$ cat src/rtl/led_mode_sequencer.sv
// rtl/led_mode_sequencer.sv - debounced push button stepping LED pattern modes OFF/ALL/BLINK/SHIFT/COUNT
// Optional long-press return to OFF: define LED_SEQ_LONGPRESS_EN.
module led_mode_sequencer #(
  parameter int DB_CYCLES   = 4,
  parameter int TICK_DIV    = 8,
  parameter int LONG_CYCLES = 64
) (
  input  logic       clk,
  input  logic       clr_n,
  input  logic       mode_ext,
  output logic [3:0] led,
  output logic [2:0] mode,
  output logic       press
);
  typedef enum logic [2:0] {
    S_OFF   = 3'd0,
    S_ALL   = 3'd1,
    S_BLINK = 3'd2,
    S_SHIFT = 3'd3,
    S_COUNT = 3'd4
  } state_t;

  localparam logic [7:0]  DB_LAST   = 8'(DB_CYCLES - 1);
  localparam logic [15:0] TICK_LAST = 16'(TICK_DIV - 1);

  if (DB_CYCLES < 1 || DB_CYCLES > 255 || TICK_DIV < 2 || TICK_DIV > 65535 || LONG_CYCLES < 2)
  begin : g_param_check
    $error("led_mode_sequencer: parameter out of range");
  end

  state_t      state, next_state;
  logic        sync1, sync, db, db_d, armed;
  logic [1:0]  fill;
  logic [7:0]  db_cnt;
  logic [15:0] presc, presc_next;
  logic [3:0]  pat, pat_next;
  logic        long_hit, chg, tick;

  always_ff @(posedge clk or negedge clr_n) begin
    if (!clr_n) begin
      sync1 <= 1'b0;
      sync  <= 1'b0;
      fill  <= 2'b00;
    end else begin
      sync1 <= mode_ext;
      sync  <= sync1;
      fill  <= {fill[0], 1'b1};
    end
  end

  // armed stays low until the button is seen released once the synchronizer holds real samples
  always_ff @(posedge clk or negedge clr_n) begin
    if (!clr_n) begin
      db     <= 1'b0;
      db_d   <= 1'b0;
      db_cnt <= 8'd0;
      armed  <= 1'b0;
      press  <= 1'b0;
    end else begin
      db_d  <= db;
      press <= db & ~db_d & armed;
      if (sync == db) begin
        db_cnt <= 8'd0;
      end else if (db_cnt == DB_LAST) begin
        db     <= sync;
        db_cnt <= 8'd0;
      end else begin
        db_cnt <= db_cnt + 8'd1;
      end
      if (fill[1] && !sync && !db) armed <= 1'b1;
    end
  end

`ifdef LED_SEQ_LONGPRESS_EN
  localparam logic [15:0] LONG_LAST = 16'(LONG_CYCLES - 1);
  logic [15:0] long_cnt;
  logic        long_done;

  assign long_hit = db && !long_done && (long_cnt == LONG_LAST);

  always_ff @(posedge clk or negedge clr_n) begin
    if (!clr_n) begin
      long_cnt  <= 16'd0;
      long_done <= 1'b0;
    end else if (!db) begin
      long_cnt  <= 16'd0;
      long_done <= 1'b0;
    end else if (long_hit) begin
      long_done <= 1'b1;
    end else if (!long_done) begin
      long_cnt <= long_cnt + 16'd1;
    end
  end
`else
  assign long_hit = 1'b0;
`endif

  always_ff @(posedge clk or negedge clr_n) begin
    if (!clr_n) state <= S_OFF;
    else        state <= next_state;
  end

  always_comb begin
    next_state = state;
    if (long_hit) begin
      next_state = S_OFF;
    end else if (press) begin
      case (state)
        S_OFF:   next_state = S_ALL;
        S_ALL:   next_state = S_BLINK;
        S_BLINK: next_state = S_SHIFT;
        S_SHIFT: next_state = S_COUNT;
        default: next_state = S_OFF;
      endcase
    end
  end

  // a mode change reloads the prescaler and pattern instead of ticking
  always_comb begin
    chg        = (next_state != state);
    tick       = (presc == TICK_LAST) && !chg;
    presc_next = (chg || tick) ? 16'd0 : presc + 16'd1;
    pat_next   = pat;
    if (chg) begin
      case (next_state)
        S_ALL, S_BLINK: pat_next = 4'hF;
        S_SHIFT:        pat_next = 4'h1;
        default:        pat_next = 4'h0;
      endcase
    end else if (tick) begin
      case (state)
        S_BLINK: pat_next = ~pat;
        S_SHIFT: pat_next = {pat[2:0], pat[3]};
        S_COUNT: pat_next = pat + 4'd1;
        default: pat_next = pat;
      endcase
    end
  end

  always_ff @(posedge clk or negedge clr_n) begin
    if (!clr_n) begin
      presc <= 16'd0;
      pat   <= 4'h0;
    end else begin
      presc <= presc_next;
      pat   <= pat_next;
    end
  end

  assign mode = state;
  assign led  = pat;

endmodule

$ cat config.mk
export PLATFORM = sky130hd
export DESIGN_NAME = led_mode_sequencer
export DESIGN_NICKNAME = d
export VERILOG_FILES = /design/src/rtl/led_mode_sequencer.sv
export SDC_FILE = /design/constraint.sdc
export NUM_CORES = 1
export LEC_CHECK = 0
export CAP_MARGIN = 20
export CORE_ASPECT_RATIO = 0.7
export CORE_UTILIZATION = 40
export DETAILED_ROUTE_END_ITERATION = 10
export HOLD_SLACK_MARGIN = 0.05
export SYNTH_ARGS = -nofsm -noshare
export SYNTH_HDL_FRONTEND = slang
export SYNTH_SLANG_ARGS = --single-unit
$ cat constraint.sdc
create_clock -name clk -period 1.8 [get_ports clk]
set_input_delay 0.45 -clock clk [delete_from_list [all_inputs] [get_ports clk]]
set_output_delay 0.45 -clock clk [all_outputs]
set_load 0.01 [all_outputs]
Word level (Yosys, flattened, before mapping). Cells that the tools add are included.

ROM bits: 0. Word-level logic and storage cells: 52. Memory bits (writable): 0. Output and inout port bits: 8. Bits in registers: 39. Bits in latches: 0. Input bits: 3. Memories kept: 0.

Div/mod/pow operators: 0. Shift operators: 0. Muxes and demuxes: 9. $lt $le $gt $ge: 0. $mul: 0. Equal/unequal tests: 11. Bitwise logic cells: 5. Add/subtract/negate cells: 3. Reductions and logical operators: 13.

Operators by type and width (number): 16-bit by 1-bit adder with 16-bit output (second input constant) (1); 16-bit by 3-bit equality test with 1-bit output (second input constant) (1); 16-bit 2-to-1 mux (1); 8-bit 2-to-1 mux (2); 3-bit by 2-bit equality test with 1-bit output (second input constant) (4); 3-bit case mux with 4 select lines (1); 4-bit case mux with 3 select lines (1); 8-bit by 1-bit adder with 8-bit output (second input constant) (1); 8-bit by 2-bit equality test with 1-bit output (second input constant) (1); 4-bit 2-to-1 mux (2); 4-bit case mux with 2 select lines (1); 3-bit by 1-bit equality test with 1-bit output (second input constant) (2); 4-bit by 1-bit adder with 4-bit output (second input constant) (1); 4-bit inverter (1); 2-bit AND reduction (2); 4-bit nonzero test (1); 3-bit equality test (second input constant) (1); 1-bit logical AND (3); 1-bit logical NOT (3); 3-bit logical NOT (1); 3-bit 2-to-1 mux (1); 3-bit inequality test (1); 1-bit AND (2); 1-bit inverter (2); 4 further kinds (4).

Logic depth before layout (Yosys ltp).
Depth after elaboration: 8. Mapped depth: 6. Depth with buffers taken out: 5.

Worst setup path before layout. Ideal clock, no wire load.

Path kind: reg-to-reg. From: reg state[2] (netlist: mode[2]). To: reg pat[2] (netlist: led[2]). Cell stages (with the launch flop): 6. Library setup time: 0.079 ns. Slack: 0.157 ns. Clock period less this slack: 1.643 ns. Data arrival time: 1.564 ns. Path buffers: 1. Path through: dfrtp_1 -> buf_2 -> or3b_2 -> and2_1 -> o21ai_1 -> mux2i_1.

Cells in the longest elaborated chain, start to end: 8. Elaborated cells between the ends (all ways): 21. Those cells by class: eq/ne (8); mux (6); reduce/logical (7).

Ends and longest elaborated chain: start: declaration (RTL line 31) `state_t state, next_state;`; start signal: assignment (RTL line 100) `else state <= next_state;`; branches (longest 8 deep; another with 3-bit case mux with 4 select lines); end signal: assignment (RTL line 146) `pat <= pat_next;`; end: declaration (RTL line 36) `logic [3:0] pat, pat_next;`.

Several ways; the timed one is not identified. The select of a mux whose other input is x is not followed. A chain may end at the register's enable or synchronous reset.

Worst setup path after layout.
From: reg pat[2] (netlist: led[2]). To: out led[2].

RTL lines: end: declaration (RTL line 11) `output logic [3:0] led,`.

No word-level cell between the ends.

==> flow_metrics.env <==
export IMPL_avgSynthCellArea_um2=10.1
export IMPL_netlist_top_cells_area="dfrtp_1 (50%), nor2_1 (4.2%), xnor2_1 (4.0%), xor2_1 (3.6%), nand3_1 (3.1%)"
export IMPL_antenna_found_initial=0
export IMPL_clk_pin_slew_worst_paths_ns=0.08
export IMPL_crit_chain="clkdlybuf4s50_1"
export IMPL_grt_use_total_pct=16.9
export IMPL_yosysUniqueCellTypes=48
export IMPL_critPathArrivalTime_ns=1.31
export IMPL_p_leak_uw=0.00100
export IMPL_rrSetupSlack_ns=0.12
export IMPL_htreeDepth=2
export IMPL_cts_buffers=5
export IMPL_cp_max_fo=6
export IMPL_timing_rr_start="mode[1]$_DFF_PN0_"
export IMPL_dp_cells=262
export IMPL_fin_crit_ns=1.76
export IMPL_ff2ff_path_depth=5
export IMPL_dpl_hpwl_um=2810
export IMPL_crit_end="led[2]"
export IMPL_ys_warnings_count=0
export IMPL_critPathTopFamily="buffers and inverters"
export IMPL_hold_path_class="register to register"
export IMPL_drc=0
export IMPL_dr_pass1_iters=4
export IMPL_clock_sinks=39
export IMPL_fmax_ghz=0.568
export IMPL_wire_per_inst_um=14.3
export IMPL_final_antenna_net_count=0
export IMPL_final_layout_size_suffix_gt1_share_pct=17.7
export IMPL_finalNetCount=225
export IMPL_start_util_pct=43.2
export IMPL_criticalPathCategory="register to output port"
export IMPL_clockBufferDepth=2
export IMPL_final_cell_count_no_fill=275
export IMPL_via_per_inst=5.59
export IMPL_drv_slew=0
export IMPL_status="completed"
export IMPL_period_share_pct=97.7
export IMPL_coreArea_um2=4500
export IMPL_final_hold_viol_count=0
export IMPL_layout_commonest_cell="dfrtp_1"
export IMPL_ys_ff_latch=39
export IMPL_power_total_uw=3350
export IMPL_synth_edf_count=0
export IMPL_setup_slack_ns=0.0405
export IMPL_port_buffers=10
export IMPL_gr_total_overflow=0
export IMPL_maxCapViolCount=0
export IMPL_start_kind="register"
export IMPL_placed_area_um2=2180
export IMPL_end_kind="output port"
export IMPL_cts_tree="yes"
export IMPL_ir_drop_v=0.000644
export IMPL_drtIter0Drc=94
export IMPL_io_pins=11
export IMPL_std_cell_rows=20
export IMPL_grt_max_degree=32
export IMPL_cp_depth=1
export IMPL_vias=1537
export IMPL_critical_path_buf_inv_count=1
export IMPL_dieWidth_um=85.4
export IMPL_synth_ff_type="dfrtp_1"
export IMPL_n_antenna_cell=0
export IMPL_cpPeakStageDelay_ns=0.57
export IMPL_crit_start="led[2]$_DFFE_PN0P_"
export IMPL_cts_root_buf="clkbuf_8"
export IMPL_grt_first_pass_wirelength_um=6510
export IMPL_finalSetupViolations=0
export IMPL_rr_endpoint="led[2]$_DFFE_PN0P_"
export IMPL_dieArea_um2=5150
export IMPL_clock_latency_ns=0.30
export IMPL_grt_pass1_vias=1375
export IMPL_slowest_stage="clkdlybuf4s50_1"
export IMPL_syn_to_final_growth_pct=20.1
export IMPL_totalWireLength_um=3940
export IMPL_dp_slack_ns=0.0636
export IMPL_synth_area_leader_cell="dfrtp_1"
export IMPL_synth_top_cell_area_share_pct=50.1
export IMPL_die_h_um=60.4
export IMPL_syn_area_um2=1950
export IMPL_fin_skew_ns=0.00308
export IMPL_powerDensity_nw_per_um2=1430
export IMPL_critPathRequiredTime_ns=1.35
export IMPL_mostFrequentLayoutCells="dfrtp_1 (34), nor2_1 (22), buf_4 (14)"
export IMPL_yosysSeqAreaShare_pct=50.1
export IMPL_finalInstanceArea_um2=2340
export IMPL_place_congestion=0.886
export IMPL_synthArstFlopShare_pct=100
export IMPL_setup_tns_ns=0
export IMPL_syn_num_nets=198
export IMPL_synth_cells=192
area by class of cell:
cell class                 instances  area (µm²)
inverter                           6        22.5
fill                             416        2170
clock inverter                     2        16.3
timing repair buffer              26         230
clock buffer                       6        82.6
multi-input combinational        141         935
tap                               55        68.8
sequential                        39         982
per-layer routing:
metal	global-route usage [%]	wire length, µm	vias to the layer above
met5	0	0	-
met4	9.29	79	0
met3	4.49	140	8
met2	25.5	1730	26
met1	22.9	1990	760
li1	-	-	743
synth_stat cells, types with 2 or more instances:
master and instances:
nor2b_1 2, nand3_1 12, nor4_1 6, a21oi_1 7, nand4_1 2, a2bb2oi_1 2, or3_1 4, ha_1 3
mux2_2 2, nor3_1 6, and2_1 3, o21ai_0 7, mux2i_1 3, a21boi_0 2, xor2_1 8, dfrtp_1 39
nand2_1 8, and3_1 5, nand2b_1 3, nor2_1 22, inv_1 6, o22ai_1 2, xnor2_1 9, clkbuf_1 5
worst min-delay path by stage:
stage,slack (ns),start,cells after the start,endpoint
after floorplan,0.15,clr_n,0,armed$_DFFE_PN0P_
after global placement,0.31,clr_n,1,fill[0]$_DFF_PN0_
after detailed placement,0.32,clr_n,1,fill[0]$_DFF_PN0_
after CTS,0.36,sync1$_DFF_PN0_,0,sync$_DFF_PN0_
after global routing,0.37,fill[0]$_DFF_PN0_,0,fill[1]$_DFF_PN0_
final,0.36,sync1$_DFF_PN0_,0,sync$_DFF_PN0_
report_power, final:
group / internal, µW / total, µW / switching (µW) / leakage [µW]
clock: 312 / 630 / 318 / 0.0000474
combinational: 729 / 1430 / 699 / 0.000460
sequential: 1070 / 1290 / 221 / 0.000495
total: 2110 / 3350 / 1240 / 0.00100
kinds of logic after synthesis:
| logic type | share of synthesized area, % |
|---|---|
| AOI/OAI and AO/OA | 12.2 |
| muxes | 2.70 |
| buffers and inverters | 2.38 |
| xor gates and xnor gates | 7.65 |
| adders and majority gates | 1.93 |
| and+or+nand+nor | 22.8 |
| other | 0.193 |
| DFF | 50.1 |
flip-flops by register name (all words and copies together), names as in the netlist:
signal and count:
presc 16, db_cnt 8, led 4, mode 3, fill 2, armed 1, db 1, db_d 1
press 1, sync 1, sync1 1
timing repair:
item | 4_1_cts | 5_1_grt
cloned | 0 | 0
gates resized for setup | 4 | 4
hold endpoints to repair | 8 | 0
hold buffers | 1 | 0
buffers inserted | 0 | 4
setup endpoints to repair | 4 | 7
pin swaps | 0 | 1
through the flow:
stage	hold WS [ns]	util, %
after floorplan	0.154	-
after global placement	0.312	48.4
after detailed placement	0.318	48.4
after CTS	0.358	51.0
after global routing	0.365	51.9
final	0.355	51.9
No activity file was read; power rests on OpenSTA's default activity.
